[config.mk]
export PLATFORM = sky130hd
export DESIGN_NAME = ova_iic_arbiter
export DESIGN_NICKNAME = d
export VERILOG_FILES = /design/src/rtl/ova_iic_arbiter.sv
export SDC_FILE = /design/constraint.sdc
export NUM_CORES = 1
export LEC_CHECK = 0
export BUFFER_PORTS_ARGS = -buffer_cell sky130_fd_sc_hd__buf_2
export CORE_ASPECT_RATIO = 0.5
export CORE_MARGIN = 2
export CORE_UTILIZATION = 43
export DETAILED_ROUTE_END_ITERATION = 16
export PLACE_DENSITY = 0.81
export RECOVER_POWER = 100
export SLEW_MARGIN = 10
export SYNTH_ARGS = -nofsm -noshare
export SYNTH_HDL_FRONTEND = slang
export SYNTH_SLANG_ARGS = --single-unit
[constraint.sdc]
create_clock -name clk -period 2.2 [get_ports clk]
set_input_delay 0.11 -clock clk [delete_from_list [all_inputs] [get_ports clk]]
set_output_delay 0.11 -clock clk [all_outputs]
set_load 0.01 [all_outputs]
[src/rtl/ova_iic_arbiter.sv]
// Two-port round-robin arbiter in front of the single OVA SCCB/I2C driver.
// One whole transaction per grant; a BUSY watchdog frees the bus if the driver never completes.
module ova_iic_arbiter #(
    parameter int unsigned TIMEOUT_CYC = 2_000_000,
    parameter int unsigned TO_W        = 21
) (
    input  logic        clk,
    input  logic        rst_n,

    input  logic        m0_wr_req,
    input  logic        m0_rd_req,
    input  logic [15:0] m0_addr,
    input  logic [5:0]  m0_wr_byte_num,
    input  logic [5:0]  m0_rd_byte_num,
    input  logic [7:0]  m0_wr_data,
    output logic        m0_req_new_byte,
    output logic [7:0]  m0_rd_data,
    output logic        m0_rd_vld,
    output logic        m0_done,
    output logic        m0_err,

    input  logic        m1_wr_req,
    input  logic        m1_rd_req,
    input  logic [15:0] m1_addr,
    input  logic [5:0]  m1_wr_byte_num,
    input  logic [5:0]  m1_rd_byte_num,
    input  logic [7:0]  m1_wr_data,
    output logic        m1_req_new_byte,
    output logic [7:0]  m1_rd_data,
    output logic        m1_rd_vld,
    output logic        m1_done,
    output logic        m1_err,

    output logic        o_iic_wr_req,
    output logic        o_iic_rd_req,
    output logic [15:0] o_iic_addr,
    output logic [5:0]  o_iic_wr_byte_num,
    output logic [5:0]  o_iic_rd_byte_num,
    output logic [7:0]  o_iic_wr_data,
    input  logic [7:0]  i_iic_rd_data,
    input  logic        i_iic_rd_byte_vld,
    input  logic        i_iic_work_done,
    input  logic        i_iic_req_new_byte,

    output logic [1:0]  o_grant,
    output logic        o_busy
);

    localparam logic [1:0] S_IDLE    = 2'd0;
    localparam logic [1:0] S_LAUNCH  = 2'd1;
    localparam logic [1:0] S_BUSY    = 2'd2;
    localparam logic [1:0] S_RELEASE = 2'd3;

    localparam bit              WD_EN   = (TIMEOUT_CYC != 0);
    localparam logic [TO_W-1:0] WD_LAST = WD_EN ? TO_W'(TIMEOUT_CYC - 1) : '0;

    logic [1:0]      state_q, state_d;
    logic [1:0]      grant_q, grant_d;
    logic            op_wr_q, op_wr_d;
    logic            last_q, last_d;
    logic [TO_W-1:0] wd_q, wd_d;
    logic [1:0]      done_q, done_d;
    logic [1:0]      err_q, err_d;

    logic req0, req1, pick1;
    logic active, in_busy, sel1;

    assign req0  = m0_wr_req | m0_rd_req;
    assign req1  = m1_wr_req | m1_rd_req;
    // last_q holds the index of the previous owner, so a tie goes to the other port
    assign pick1 = req1 & (~req0 | ~last_q);

    always_comb begin
        state_d = state_q;
        grant_d = grant_q;
        op_wr_d = op_wr_q;
        last_d  = last_q;
        wd_d    = wd_q;
        done_d  = '0;
        err_d   = '0;
        case (state_q)
            S_IDLE: begin
                wd_d = '0;
                if (req0 | req1) begin
                    grant_d = pick1 ? 2'b10 : 2'b01;
                    op_wr_d = pick1 ? m1_wr_req : m0_wr_req;
                    last_d  = pick1;
                    state_d = S_LAUNCH;
                end
            end
            S_LAUNCH: state_d = S_BUSY;
            S_BUSY: begin
                if (i_iic_work_done) begin
                    done_d  = grant_q;
                    state_d = S_RELEASE;
                end else if (WD_EN && (wd_q == WD_LAST)) begin
                    err_d   = grant_q;
                    state_d = S_RELEASE;
                end else if (WD_EN) begin
                    wd_d = wd_q + 1'b1;
                end
            end
            S_RELEASE: begin
                wd_d    = '0;
                state_d = S_IDLE;
            end
            default: state_d = S_IDLE;
        endcase
    end

    always_ff @(posedge clk or negedge rst_n) begin
        if (!rst_n) begin
            state_q <= S_IDLE;
            grant_q <= '0;
            op_wr_q <= 1'b0;
            last_q  <= 1'b1;
            wd_q    <= '0;
            done_q  <= '0;
            err_q   <= '0;
        end else begin
            state_q <= state_d;
            grant_q <= grant_d;
            op_wr_q <= op_wr_d;
            last_q  <= last_d;
            wd_q    <= wd_d;
            done_q  <= done_d;
            err_q   <= err_d;
        end
    end

    assign active  = (state_q == S_LAUNCH) | (state_q == S_BUSY);
    assign in_busy = (state_q == S_BUSY);
    assign sel1    = grant_q[1];

    assign o_grant      = active ? grant_q : '0;
    assign o_busy       = (state_q != S_IDLE);
    assign o_iic_wr_req = (state_q == S_LAUNCH) & op_wr_q;
    assign o_iic_rd_req = (state_q == S_LAUNCH) & ~op_wr_q;

    assign o_iic_addr        = active ? (sel1 ? m1_addr : m0_addr) : '0;
    assign o_iic_wr_byte_num = active ? (sel1 ? m1_wr_byte_num : m0_wr_byte_num) : '0;
    assign o_iic_rd_byte_num = active ? (sel1 ? m1_rd_byte_num : m0_rd_byte_num) : '0;
    assign o_iic_wr_data     = active ? (sel1 ? m1_wr_data : m0_wr_data) : '0;

    // Driver handshakes reach only the current owner and only while BUSY
    assign m0_req_new_byte = in_busy & grant_q[0] & i_iic_req_new_byte;
    assign m0_rd_vld       = in_busy & grant_q[0] & i_iic_rd_byte_vld;
    assign m0_rd_data      = (in_busy & grant_q[0]) ? i_iic_rd_data : '0;
    assign m1_req_new_byte = in_busy & grant_q[1] & i_iic_req_new_byte;
    assign m1_rd_vld       = in_busy & grant_q[1] & i_iic_rd_byte_vld;
    assign m1_rd_data      = (in_busy & grant_q[1]) ? i_iic_rd_data : '0;

    assign m0_done = done_q[0];
    assign m1_done = done_q[1];
    assign m0_err  = err_q[0];
    assign m1_err  = err_q[1];

endmodule

After elaboration in Yosys (flattened, before gate mapping)
Index checks and enable logic that the tools add are counted.
{"block": "totals", "register_bits": 31, "inputBits": 89, "out_inout_bits": 65, "elab_cells": 65}
{"block": "op_classes", "add_sub_neg": 1, "n_eq_ne": 8, "n_mux": 25, "bitwise_logic": 17, "reduce_logical": 7}
{"operator": "two-way mux 21 bit", "count": 2}
{"operator": "case mux 21 bit (2 select lines)", "count": 1}
{"operator": "two-way mux 16 bit", "count": 2}
{"operator": "two-way mux 8 bit", "count": 4}
{"operator": "two-way mux 6 bit", "count": 4}
{"operator": "adder 21 x 1 -> 21 bit, second input constant", "count": 1}
{"operator": "== test 21 bit, second input constant", "count": 1}
{"operator": "two-way mux 2 bit", "count": 10}
{"operator": "bitwise AND 1 bit", "count": 9}
{"operator": "case mux 2 bit (4 select lines)", "count": 1}
{"operator": "inequality test 2 bit, second input constant", "count": 3}
{"operator": "OR 1 bit", "count": 5}
{"operator": "== test 2 bit, second input constant", "count": 2}
{"operator": "AND reduction 2 bit", "count": 2}
{"operator": "nonzero test 2 bit", "count": 2}
{"operator": "inequality test 3 x 2 -> 1 bit, second input constant", "count": 1}
{"operator": "inverter 1 bit", "count": 3}
{"operator": "AND reduction 3 bit", "count": 1}
{"operator": "== test 2 x 1 -> 1 bit, second input constant", "count": 1}
{"operator": "logical NOT 2 bit", "count": 1}
{"operator": "OR reduction 2 bit", "count": 1}
{"operator": "two-way mux 1 bit", "count": 1}

Depth between registers and ports, before layout
Gate-level depths: netlist of run 1.
{"block": "depth", "word_depth": 5, "ltp_mapped": 9, "mapped_depth_nobuf": 6}

Least setup slack after synthesis of run 1
Ideal clock, no wire load.
{"block": "synth_timing", "path_type": "reg2reg", "startpoint": "register state_q[0]", "endpoint": "register wd_q[16]", "setup_time_ps": 95, "t_arrival_ps": 1893, "required_ps": 2105, "setup_slack_ps": 212, "path_stages_with_launch": 10, "n_path_buf": 3, "synth_period_minus_slack_ps": 1988, "path_cell_list": "dfrtp_1 > inv_1 > ha_1 > clkbuf_1 > a21o_1 > a41o_1 > or2_1 > buf_2 > buf_6 > o31ai_1"}
{"block": "synth_between", "elab_chain_len": 4, "word_cells_on_any_way": 9, "cone_classes": "4 x eq/ne; 1 x mux; 4 x reduce/logical"}
{"item": "start, declared", "line": "57", "source": "logic [1:0] state_q, state_d;"}
{"item": "start signal, assigned", "line": "121", "source": "state_q <= state_d;"}
{"item": "== test 2 bit / logical NOT 2 bit (equally long branches)", "line": "81", "source": "case (state_q)"}
{"item": "OR reduction 2 bit (no line)"}
{"item": "nonzero test 2 bit (no line)"}
{"item": "AND reduction 3 bit (no line)"}
{"item": "end signal, assigned", "line": "125", "source": "wd_q <= wd_d;"}
{"item": "end, declared", "line": "61", "source": "logic [TO_W-1:0] wd_q, wd_d;"}
Parallel ways exist; a longest one is shown, timed or not.
A chain may end at the register's enable or synchronous reset.

Worst setup path in the final report of run 1
{"block": "layout_timing", "startpoint": "register state_q[1]", "endpoint": "output port o_iic_addr[7]"}
{"block": "layout_between", "elab_chain_len": 3, "word_cells_on_any_way": 4, "cone_classes": "2 x eq/ne; 1 x mux; 1 x bitwise"}
{"item": "== test 2 x 1 -> 1 bit / == test 2 bit (equally long branches)", "line": "131", "source": "assign active = (state_q == S_LAUNCH) | (state_q == S_BUSY);"}
{"item": "OR 1 bit (*)", "line": "131"}
{"item": "two-way mux 16 bit (*)", "line": "140", "source": "assign o_iic_addr = active ? (sel1 ? m1_addr : m0_addr) : '0;"}
{"item": "end, declared", "line": "36", "source": "output logic [15:0] o_iic_addr,"}
Every way passes the cells marked *; elsewhere a longest branch is shown, timed or not.

==> impl_metrics.xml, run 1 <==
<?xml version="1.0" encoding="UTF-8"?>
<metrics>
  <group name="yosys">
    <metric name="synth_area_leaders" unit="">dfrtp_1 (31%), mux2i_1 (16%), nor2_1 (7.0%), and3_1 (6.2%), o21ai_0 (4.8%)</metric>
    <metric name="synth_cells" unit="">293</metric>
    <metric name="number_of_register_bits_inferred_by_synthesis" unit="">31</metric>
    <metric name="post_synthesis_net_count" unit="">387</metric>
    <metric name="leading_register_cell_type_out_of_synthesis" unit="">dfrtp_1</metric>
    <metric name="ys_warn_count" unit="">0</metric>
    <metric name="synthesis.area_per_instance" unit="sq um">8.26</metric>
    <metric name="syn_area" unit="sq um">2420</metric>
    <metric name="synth_largest_type_area_fraction" unit="%">31.0</metric>
    <metric name="post-synth-top-area-cell" unit="">dfrtp_1</metric>
    <metric name="asyncSetResetFlopFracSynth" unit="%">100</metric>
    <metric name="synth.lib_cells_used.distinct" unit="">47</metric>
    <metric name="number_of_enable_flip_flop_cells_after_synthesis" unit="">0</metric>
    <metric name="synth-seq-area-share" unit="%">32.1</metric>
  </group>
  <group name="floorplanning">
    <metric name="core_ar" unit="sq um">5470</metric>
    <metric name="die_width" unit="um">110</metric>
    <metric name="row_count" unit="">19</metric>
    <metric name="design.die.area" unit="sq um">6280</metric>
    <metric name="effective_utilization_at_floorplan" unit="%">44.3</metric>
    <metric name="die_height" unit="um">57.1</metric>
    <metric name="ios" unit="">154</metric>
  </group>
  <group name="setup_path">
    <metric name="crit_required" unit="ns">2.09</metric>
    <metric name="worst_r2r_path_depth" unit="">6</metric>
    <metric name="timing.critical_path.to" unit="">o_iic_addr[7]</metric>
    <metric name="critical_path.endpoint_type" unit="">output port</metric>
    <metric name="ff2ff_setup_slack" unit="ns">0.14</metric>
    <metric name="start_kind" unit="">flip-flop</metric>
    <metric name="arrival" unit="ns">2.00</metric>
    <metric name="worst-setup-path-type" unit="">flip-flop to output port</metric>
    <metric name="rr_endpoint" unit="">wd_q[20]</metric>
    <metric name="timing.critical_path.from" unit="">state_q[1]</metric>
    <metric name="path_max_fanout" unit="">38</metric>
    <metric name="worstReg2RegStart" unit="">wd_q[0]</metric>
  </group>
  <group name="final_layout">
    <metric name="final.fill_count" unit="">530</metric>
    <metric name="final_net_count" unit="">536</metric>
    <metric name="drive_gt1_share" unit="%">29.1</metric>
    <metric name="most-common-layout-cells" unit="">buf_2 (91), clkbuf_1 (54), nor2_1 (45)</metric>
    <metric name="final_common_cell" unit="">buf_2</metric>
    <metric name="area_delta_synth_final" unit="%">37.4</metric>
    <metric name="num_antenna_cells" unit="">0</metric>
  </group>
  <group name="global_routing">
    <metric name="pin_count_of_the_biggest_net_entering_global_routing" unit="">39</metric>
    <metric name="vias_in_the_first_global_route" unit="">2497</metric>
    <metric name="grt_first_pass_wirelength" unit="um">11900</metric>
    <metric name="grt_antenna_before_repair" unit="">0</metric>
    <metric name="globalRouteTotalUtil" unit="%">23.8</metric>
    <metric name="total_congestion_overflow_after_global_routing" unit="">0</metric>
  </group>
  <group name="sta">
    <metric name="relSlewSlack" unit="%">54.9</metric>
    <metric name="tns" unit="ns">0</metric>
    <metric name="report.final.hold_viol_count" unit="">0</metric>
    <metric name="layout_min_cycle_time" unit="ns">2.11</metric>
    <metric name="worst_hold_slack" unit="ns">0.148</metric>
    <metric name="period_share" unit="%">95.9</metric>
    <metric name="setup-violations-final" unit="">0</metric>
    <metric name="rsz0062_at_grt" unit="">no</metric>
    <metric name="worst_clock_skew" unit="ns">0.00501</metric>
    <metric name="worstMarginPinSlew" unit="ns">0.676</metric>
    <metric name="maxClockFrequency" unit="MHz">474</metric>
    <metric name="final_max_slew_viol_count" unit="">0</metric>
  </group>
  <group name="clocking">
    <metric name="cts.htree.levels" unit="">2</metric>
    <metric name="clock_latency" unit="ns">0.27</metric>
    <metric name="clock_tree_from_tritoncts" unit="">done</metric>
    <metric name="tritoncts.num_buffers" unit="">5</metric>
    <metric name="clkTransAtPathRegs" unit="ns">0.05</metric>
    <metric name="post_cts_buffers" unit="">0</metric>
    <metric name="clock_sink_count" unit="">31</metric>
    <metric name="clock_tree.root_cell" unit="">clkbuf_16</metric>
    <metric name="clk_path_buf_depth" unit="">2</metric>
  </group>
  <group name="place">
    <metric name="gp_congestion" unit="">0.854</metric>
    <metric name="detailedPlacementHpwl" unit="um">5930</metric>
    <metric name="buffer_ports.inserted" unit="">153</metric>
  </group>
  <group name="route">
    <metric name="via_count" unit="">2754</metric>
    <metric name="count_of_antenna_violating_nets_left_after_detailed_routing" unit="">0</metric>
    <metric name="drt-vias-per-instance" unit="">5.34</metric>
    <metric name="detailedRoute.firstPassIterationCount" unit="">4</metric>
    <metric name="wl_per_cell" unit="um">15.1</metric>
    <metric name="drt_first_iter_violations" unit="">140</metric>
    <metric name="drcViolationCount" unit="">0</metric>
    <metric name="postRouteWirelength" unit="um">7800</metric>
  </group>
  <group name="flow_run">
    <metric name="max-cap-violations" unit="">0</metric>
  </group>
  <group name="power">
    <metric name="leakage" unit="nW">1.68</metric>
    <metric name="powerDensity" unit="nW/um^2">1260</metric>
    <metric name="ir_drop_worst_case_vdd" unit="mV">0.677</metric>
  </group>
  <group name="worst_hold_path">
    <metric name="hp-class" unit="">input port to flip-flop</metric>
  </group>
  <group name="run_status">
    <metric name="run_status" unit="">completed</metric>
  </group>
</metrics>
logic make-up after synthesis:
family          count (synthesis)  synth area share, %
simple gates                  134                 29.4
mux                            38                 15.7
compound gates                 55                 14.9
fa+ha+maj                       5                 2.58
flops                          31                 32.1
buf+inv                        30                 5.27
worst min path at each step:
stage | from | end | cells past startpoint
CTS | i_iic_work_done | done_q[1] | 2
global placement | rst_n | wd_q[17] | 1
detailed placement | rst_n | wd_q[17] | 1
finish | i_iic_work_done | done_q[0] | 2
floorplan | rst_n | done_q[0] | 0
global route | i_iic_work_done | done_q[0] | 2
synth_stat cells, drive strengths merged (3+ instances only):
library cell,instances
nor4,5
or4,3
buf,12
nor2,45
o21ai,23
o31ai,11
dfrtp,30
o41ai,3
inv,8
and3,24
a31oi,4
mux2i,38
nand3,11
and2,6
clkbuf,10
nand2b,3
nand2,23
ha,5
sequential cells by signal, summed over array words and instances (netlist names):
name     flops
err_q        2
last_q       1
done_q       2
state_q      2
wd_q        21
op_wr_q      1
grant_q      2
stage by stage:
| step | setup WS (ns) | util, % | std cells | instance area, sq um | total power [W] |
|---|---|---|---|---|---|
| detailed placement | 0.152 | 59.6 | 507 | 3260 | 0.00364 |
| global placement | 0.203 | 59.6 | 507 | 3260 | 0.00360 |
| global route | 0.00223 | 60.8 | 516 | 3330 | 0.00449 |
| floorplan | 0.212 | - | 293 | 2420 | 0.00264 |
| finish | 0.0908 | 60.8 | 516 | 3330 | 0.00418 |
| CTS | 0.115 | 62.3 | 516 | 3400 | 0.00430 |
per-layer routing:
layer	up-vias	part of all wire [%]	routed length, um	GRT usage [%]
met5	-	0	0	0
met4	0	1.6	128	6.43
met3	14	6.7	525	4.00
met2	97	49	3790	40.8
met1	1289	43	3350	31.5
li1	1354	-	-	-
timing repair:
| action | CTS | global route |
|---|---|---|
| hold buffers | 1 | 0 |
| setup endpoints to repair | 0 | 2 |
| resized for setup | 0 | 1 |
| hold endpoints to repair | 30 | 0 |
worst max-delay path: stages, from the launching register on:
cell and delay, ns:
dfrtp_1 0.39, inv_1 0.13, ha_1 0.25, inv_1 0.22, buf_4 0.41, nor2_1 0.15
buf_2 0.17
layout make-up:
cell class	count	area [sq um]	share of cell area (%)
Clock buffer	7	133	3.99
Clock inverter	1	5.00	0.150
Inverter	8	30.0	0.903
Multi-Input combinational cell	232	1510	45.3
Sequential cell	31	778	23.4
Tap cell	73	91.3	2.75
Timing Repair Buffer	164	781	23.5
power by group:
group | internal [W] | switching (W) | total [W]
Clock | 0.000417 | 0.000225 | 0.000642
Sequential | 0.000671 | 0.000158 | 0.000829
Combinational | 0.00103 | 0.00168 | 0.00271
No activity file was read; power rests on OpenSTA's default activity.
==> run 2: changes to the inputs <==
--- a/config.mk
+++ b/config.mk
@@ -7,7 +7,6 @@
 export LEC_CHECK = 0
 export BUFFER_PORTS_ARGS = -buffer_cell sky130_fd_sc_hd__buf_2
 export CORE_ASPECT_RATIO = 0.5
-export CORE_MARGIN = 2
 export CORE_UTILIZATION = 43
 export DETAILED_ROUTE_END_ITERATION = 16
 export PLACE_DENSITY = 0.81
==> constraint.sdc (replaced) <==
create_clock -name clk -period 2.5 [get_ports clk]
set_input_delay 0.125 -clock clk [delete_from_list [all_inputs] [get_ports clk]]
set_output_delay 0.125 -clock clk [all_outputs]
set_load 0.01 [all_outputs]
==> run 2 against run 1 <==
Net effect: highest routed layer unchanged; hold slack got worse by 0.0029 ns; critical path depth unchanged; sequential power decreased by 7.2%; final area decreased by 2.5%; clock skew about the same; the run now ends with capacitance limit, slew limit left.
==> impl_metrics.xml, run 2 (synthesis gave the netlist of run 1 again) <==
<?xml version="1.0" encoding="UTF-8"?>
<metrics>
  <group name="flow_run">
    <metric name="max-cap-violations" unit="">1</metric>
  </group>
  <group name="sta">
    <metric name="worst_clock_skew" unit="ns">0.00509</metric>
    <metric name="report.final.hold_viol_count" unit="">0</metric>
    <metric name="relSlewSlack" unit="%">-12.4</metric>
    <metric name="worstMarginPinSlew" unit="ns">1.69</metric>
    <metric name="layout_min_cycle_time" unit="ns">2.29</metric>
    <metric name="maxClockFrequency" unit="MHz">437</metric>
    <metric name="setup-violations-final" unit="">0</metric>
    <metric name="final_max_slew_viol_count" unit="">32</metric>
    <metric name="period_share" unit="%">91.6</metric>
    <metric name="rsz0062_at_grt" unit="">no</metric>
    <metric name="tns" unit="ns">0</metric>
  </group>
  <group name="final_layout">
    <metric name="most-common-layout-cells" unit="">buf_2 (90), clkbuf_1 (65), nor2_1 (45)</metric>
    <metric name="number_of_cells_in_the_finished_layout_apart_from_fillers" unit="">511</metric>
    <metric name="final_net_count" unit="">534</metric>
    <metric name="area_delta_synth_final" unit="%">34.0</metric>
    <metric name="num_antenna_cells" unit="">0</metric>
    <metric name="sequential_cell_area" unit="sq um">778</metric>
    <metric name="drive_gt1_share" unit="%">25.2</metric>
    <metric name="multi_input_comb_area" unit="sq um">1500</metric>
    <metric name="top_register" unit="">wd_q</metric>
    <metric name="final_common_cell" unit="">buf_2</metric>
    <metric name="largest_register_ffs" unit="">21</metric>
    <metric name="final.fill_count" unit="">502</metric>
  </group>
  <group name="setup_path">
    <metric name="rr_endpoint" unit="">wd_q[20]</metric>
    <metric name="critical_path.endpoint_type" unit="">output port</metric>
    <metric name="timing.critical_path.to" unit="">o_iic_rd_byte_num[5]</metric>
    <metric name="path_max_fanout" unit="">15</metric>
    <metric name="arrival" unit="ns">2.16</metric>
    <metric name="crit_required" unit="ns">2.38</metric>
    <metric name="worstReg2RegStart" unit="">wd_q[0]</metric>
    <metric name="worst_r2r_path_depth" unit="">6</metric>
    <metric name="start_kind" unit="">flip-flop</metric>
    <metric name="ff2ff_setup_slack" unit="ns">0.22</metric>
    <metric name="worst-setup-path-type" unit="">flip-flop to output port</metric>
    <metric name="timing.critical_path.from" unit="">state_q[0]</metric>
  </group>
  <group name="floorplanning">
    <metric name="effective_utilization_at_floorplan" unit="%">46.9</metric>
    <metric name="row_count" unit="">18</metric>
    <metric name="ios" unit="">154</metric>
    <metric name="die_width" unit="um">108</metric>
    <metric name="core_ar" unit="sq um">5160</metric>
    <metric name="design.die.area" unit="sq um">5950</metric>
    <metric name="die_height" unit="um">55.1</metric>
  </group>
  <group name="global_routing">
    <metric name="pin_count_of_the_biggest_net_entering_global_routing" unit="">35</metric>
    <metric name="grt_first_pass_wirelength" unit="um">11500</metric>
    <metric name="vias_in_the_first_global_route" unit="">2251</metric>
    <metric name="total_congestion_overflow_after_global_routing" unit="">0</metric>
    <metric name="globalRouteTotalUtil" unit="%">25.8</metric>
    <metric name="grt_antenna_before_repair" unit="">0</metric>
  </group>
  <group name="power">
    <metric name="power.total" unit="W">0.00349</metric>
    <metric name="powerDensity" unit="nW/um^2">1080</metric>
    <metric name="leakage" unit="nW">1.62</metric>
    <metric name="ir_drop_worst_case_vdd" unit="mV">0.444</metric>
  </group>
  <group name="clocking">
    <metric name="clock_tree.root_cell" unit="">clkbuf_8</metric>
    <metric name="clock_sink_count" unit="">31</metric>
    <metric name="clk_path_buf_depth" unit="">2</metric>
    <metric name="clock_tree_from_tritoncts" unit="">done</metric>
    <metric name="cts-resized-gates" unit="">0</metric>
    <metric name="clock_latency" unit="ns">0.29</metric>
    <metric name="cts.htree.levels" unit="">2</metric>
    <metric name="clkTransAtPathRegs" unit="ns">0.06</metric>
    <metric name="tritoncts.num_buffers" unit="">5</metric>
  </group>
  <group name="place">
    <metric name="gp_congestion" unit="">0.837</metric>
    <metric name="dp_cell_count" unit="">502</metric>
    <metric name="detailedPlacementHpwl" unit="um">6190</metric>
    <metric name="buffer_ports.inserted" unit="">153</metric>
  </group>
  <group name="route">
    <metric name="drt_first_iter_violations" unit="">181</metric>
    <metric name="drcViolationCount" unit="">0</metric>
    <metric name="top_signal_layer_used" unit="">met4</metric>
    <metric name="wl_met3" unit="um">545</metric>
    <metric name="count_of_antenna_violating_nets_left_after_detailed_routing" unit="">0</metric>
    <metric name="detailedRoute.firstPassIterationCount" unit="">5</metric>
    <metric name="via_count" unit="">2753</metric>
    <metric name="drt-vias-per-instance" unit="">5.39</metric>
    <metric name="postRouteWirelength" unit="um">8000</metric>
    <metric name="m1WireLength" unit="um">3640</metric>
    <metric name="wl_met2" unit="um">3750</metric>
    <metric name="wl_per_cell" unit="um">15.7</metric>
  </group>
  <group name="run_status">
    <metric name="violations" unit="">capacitance limit, slew limit</metric>
    <metric name="run_status" unit="">finished, violations left</metric>
  </group>
  <group name="worst_hold_path">
    <metric name="hp-class" unit="">input port to flip-flop</metric>
  </group>
</metrics>
run 2: changes by cell type in the layout (fill, tap and decap cells not counted), moves of 2 or more:
cell	previous run	this run
clkbuf_16	5	0
buf_4	8	5
nand3_1	9	11
clkbuf_8	0	5
clkbuf_2	12	2
nand3_2	2	0
clkbuf_1	54	65
run 2: critical path, cell delays in order, from the launching register on:
cell	delay, ns
dfrtp_1	0.40
inv_1	0.08
ha_1	0.50
inv_1	0.25
clkbuf_2	0.29
nor2_1	0.18
clkbuf_1	0.17
run 2: final cells by class:
| cell class | count | area share (%) |
|---|---|---|
| inverters | 8 | 0.926 |
| flip-flops and latches | 31 | 24.0 |
| multi-input cells | 232 | 46.3 |
| clock inverters | 1 | 0.154 |
| well taps | 70 | 2.70 |
| repair buffers | 162 | 23.6 |
| clock buffers | 7 | 2.35 |
run 2: per-layer routing:
metal / vias up / global-route usage (%)
met5: - / 0
met4: 0 / 6.39
met2: 102 / 42.3
met1: 1298 / 35.6
li1: 1347 / -
met3: 6 / 5.15
run 2: worst min-delay path by stage:
stage | from | end | slack [ns] | cells past startpoint
floorplan | rst_n | done_q[0] | -0.17 | 0
detailed placement | rst_n | wd_q[7] | 0.21 | 1
CTS | i_iic_work_done | done_q[0] | 0.14 | 2
global route | i_iic_work_done | done_q[0] | 0.15 | 2
finish | i_iic_work_done | done_q[0] | 0.15 | 2
global placement | rst_n | wd_q[7] | 0.20 | 1
run 2: timing repair:
action / 4_1_cts / 5_1_grt
hold buffers: 1 / 0
endpoints found under the hold margin: 30 / 0
setup buffers: 0 / 0
run 2: per-stage QoR:
stage | area (sq um) | hold slack [ns] | utilization (%) | setup slack [ns]
final | 3240 | 0.145 | 62.9 | 0.211
after global routing | 3240 | 0.147 | 62.9 | 0.0595
after CTS | 3340 | 0.137 | 64.8 | 0.236
after detailed placement | 3250 | 0.214 | 63.0 | 0.349
after global placement | 3250 | 0.203 | 63.0 | 0.431
after floorplan | 2420 | -0.171 | - | 0.512
run 2: where the power goes:
part / internal, W / switching (W)
logic: 0.000900 / 0.00144
clock network: 0.000195 / 0.000191
registers: 0.000586 / 0.000183
total: 0.00168 / 0.00181
==> run 3: changes to the inputs <==
==> constraint.sdc (replaced) <==
create_clock -name clk -period 2.3 [get_ports clk]
set_input_delay 0.115 -clock clk [delete_from_list [all_inputs] [get_ports clk]]
set_output_delay 0.115 -clock clk [all_outputs]
set_load 0.01 [all_outputs]
==> run 3 against run 2 <==
Net effect: the flow now finishes without violations; first-iteration DRC count grew 20%; combinational power up 9.4%; global-route usage grew 0.42 points; via count barely moved; hold slack got worse by 0.013 ns; largest power group unchanged.
==> impl_metrics.xml, run 3 (synthesis gave the netlist of run 1 again) <==
<?xml version="1.0" encoding="UTF-8"?>
<metrics>
  <group name="final_layout">
    <metric name="top_register" unit="">wd_q</metric>
    <metric name="num_antenna_cells" unit="">0</metric>
    <metric name="number_of_cells_in_the_finished_layout_apart_from_fillers" unit="">513</metric>
    <metric name="final_common_cell" unit="">buf_2</metric>
    <metric name="area_delta_synth_final" unit="%">34.8</metric>
    <metric name="most-common-layout-cells" unit="">buf_2 (90), clkbuf_1 (64), nor2_1 (45)</metric>
    <metric name="largest_register_ffs" unit="">21</metric>
    <metric name="drive_gt1_share" unit="%">26.4</metric>
    <metric name="final_net_count" unit="">536</metric>
  </group>
  <group name="setup_path">
    <metric name="critical-path-top-cell-by-count" unit="">nand3_2</metric>
    <metric name="cell_class_contributing_the_biggest_share_of_worst_path_delay" unit="">simple AND/OR/NAND/NOR gates</metric>
    <metric name="worstReg2RegStart" unit="">wd_q[0]</metric>
    <metric name="critical_path_cell_by_cell" unit="">ha_1 &gt; nand3_2 &gt; nor4_1 &gt; nand3_2 &gt; or4_1 &gt; o211ai_1</metric>
    <metric name="cp_slowest_cell" unit="">nor4_1</metric>
    <metric name="slowest_delay" unit="ns">0.50</metric>
    <metric name="critical_path.endpoint_type" unit="">flip-flop</metric>
    <metric name="path_buf_inv" unit="">0</metric>
    <metric name="ff2ff_setup_slack" unit="ns">0.18</metric>
    <metric name="rr_endpoint" unit="">wd_q[20]</metric>
    <metric name="crit_required" unit="ns">2.51</metric>
    <metric name="start_kind" unit="">flip-flop</metric>
    <metric name="worst_r2r_path_depth" unit="">6</metric>
    <metric name="path_max_fanout" unit="">6</metric>
    <metric name="worst-setup-path-type" unit="">flip-flop to flip-flop</metric>
    <metric name="arrival" unit="ns">2.33</metric>
    <metric name="timing.critical_path.from" unit="">wd_q[0]</metric>
  </group>
  <group name="place">
    <metric name="gp_congestion" unit="">0.822</metric>
    <metric name="detailedPlacementHpwl" unit="um">6280</metric>
    <metric name="dp_cell_count" unit="">504</metric>
    <metric name="buffer_ports.inserted" unit="">153</metric>
  </group>
  <group name="clocking">
    <metric name="clock_tree_from_tritoncts" unit="">done</metric>
    <metric name="clock_sink_count" unit="">31</metric>
    <metric name="clkTransAtPathRegs" unit="ns">0.07</metric>
    <metric name="cts.htree.levels" unit="">2</metric>
    <metric name="tritoncts.num_buffers" unit="">5</metric>
    <metric name="post_cts_buffers" unit="">0</metric>
    <metric name="clk_path_buf_depth" unit="">2</metric>
    <metric name="clock_latency" unit="ns">0.30</metric>
    <metric name="clock_tree.root_cell" unit="">clkbuf_8</metric>
  </group>
  <group name="route">
    <metric name="postRouteWirelength" unit="um">8170</metric>
    <metric name="via_count" unit="">2752</metric>
    <metric name="count_of_antenna_violating_nets_left_after_detailed_routing" unit="">0</metric>
    <metric name="drt-vias-per-instance" unit="">5.36</metric>
    <metric name="detailedRoute.firstPassIterationCount" unit="">4</metric>
    <metric name="drcViolationCount" unit="">0</metric>
    <metric name="drt_first_iter_violations" unit="">217</metric>
    <metric name="wl_per_cell" unit="um">15.9</metric>
  </group>
  <group name="sta">
    <metric name="tns" unit="ns">0</metric>
    <metric name="maxClockFrequency" unit="MHz">472</metric>
    <metric name="relSlewSlack" unit="%">53.5</metric>
    <metric name="rsz0062_at_grt" unit="">no</metric>
    <metric name="layout_min_cycle_time" unit="ns">2.12</metric>
    <metric name="period_share" unit="%">92.1</metric>
    <metric name="final_max_slew_viol_count" unit="">0</metric>
    <metric name="report.final.hold_viol_count" unit="">0</metric>
    <metric name="worstMarginPinSlew" unit="ns">0.698</metric>
    <metric name="worst_clock_skew" unit="ns">0.00538</metric>
    <metric name="setup-violations-final" unit="">0</metric>
  </group>
  <group name="global_routing">
    <metric name="pin_count_of_the_biggest_net_entering_global_routing" unit="">43</metric>
    <metric name="vias_in_the_first_global_route" unit="">2267</metric>
    <metric name="grt_first_pass_wirelength" unit="um">11500</metric>
    <metric name="total_congestion_overflow_after_global_routing" unit="">0</metric>
    <metric name="globalRouteTotalUtil" unit="%">26.3</metric>
    <metric name="grt_antenna_before_repair" unit="">0</metric>
  </group>
  <group name="floorplanning">
    <metric name="die_height" unit="um">55.1</metric>
    <metric name="row_count" unit="">18</metric>
    <metric name="ios" unit="">154</metric>
    <metric name="design.die.area" unit="sq um">5950</metric>
    <metric name="core_ar" unit="sq um">5160</metric>
    <metric name="die_width" unit="um">108</metric>
    <metric name="effective_utilization_at_floorplan" unit="%">46.9</metric>
  </group>
  <group name="power">
    <metric name="powerDensity" unit="nW/um^2">1190</metric>
    <metric name="power.total" unit="W">0.00388</metric>
    <metric name="leakage" unit="nW">1.62</metric>
    <metric name="ir_drop_worst_case_vdd" unit="mV">0.622</metric>
  </group>
  <group name="worst_hold_path">
    <metric name="hp-class" unit="">input port to flip-flop</metric>
    <metric name="worst_hold_path.endpoint" unit="">done_q[1]</metric>
    <metric name="worstHoldStart" unit="">i_iic_work_done</metric>
    <metric name="depth_of_the_worst_hold_timing_path" unit="">2</metric>
  </group>
  <group name="run_status">
    <metric name="run_status" unit="">completed</metric>
  </group>
  <group name="flow_run">
    <metric name="max-cap-violations" unit="">0</metric>
  </group>
</metrics>
==> run 3: changes by cell type in the layout (fill, tap and decap cells not counted), sizes merged <==
cell,change
clkinv,-1
buf,+2
clkinvlp,+1
==> run 3: power breakdown <==
part           internal [W]  total (W)  switching (W)  leakage, nW
Sequential         0.000640   0.000815       0.000175        0.415
Combinational      0.000965    0.00256        0.00160         1.16
Clock              0.000272   0.000501       0.000229       0.0505
Total               0.00188    0.00388        0.00200         1.62
==> run 3: worst reg2reg max path, cell delays in order (launching register included) <==
cell and delay, ns:
dfrtp_1 0.40, ha_1 0.22, nand3_2 0.15, nor4_1 0.50, nand3_2 0.17, or4_1 0.42, o211ai_1 0.18
==> run 3: final cells by class <==
class | instances | area, sq um
inverter | 8 | 30.0
fill | 502 | 1890
tap | 70 | 87.6
clock buffer | 7 | 96.3
clock inverter | 1 | 7.51
sequential | 31 | 778
timing repair buffer | 164 | 768
multi-input combinational | 232 | 1500
==> run 3: metal layers <==
layer,vias up,global-route usage [%],wire [um]
met5,-,0,0
met4,0,5.48,42
met3,4,5.50,435
met2,80,43.2,3840
met1,1312,36.2,3850
li1,1356,-,-
==> run 3: how the worst max path moves through the flow <==
stage / to / slack [ns] / cells past startpoint
after floorplan: wd_q[16] / 0.31 / 9
after global placement: wd_q[2] / 0.24 / 6
after detailed placement: wd_q[9] / 0.17 / 6
after CTS: wd_q[9] / 0.15 / 6
after global routing: wd_q[20] / 0.08 / 6
final: wd_q[20] / 0.18 / 6
==> run 3: through the flow <==
stage | hold WS, ns | setup WS, ns | util [%] | cell area, sq um
floorplan | -0.181 | 0.312 | - | 2420
global placement | 0.193 | 0.243 | 63.1 | 3250
detailed placement | 0.198 | 0.171 | 63.1 | 3250
CTS | 0.116 | 0.149 | 65.3 | 3370
global route | 0.117 | 0.0823 | 63.3 | 3260
finish | 0.132 | 0.182 | 63.3 | 3260
==> run 3: timing repair <==
item	CTS	global route
resized for setup	0	1
endpoints found under the setup margin	0	13
hold buffers	1	0
hold endpoints to repair	30	0
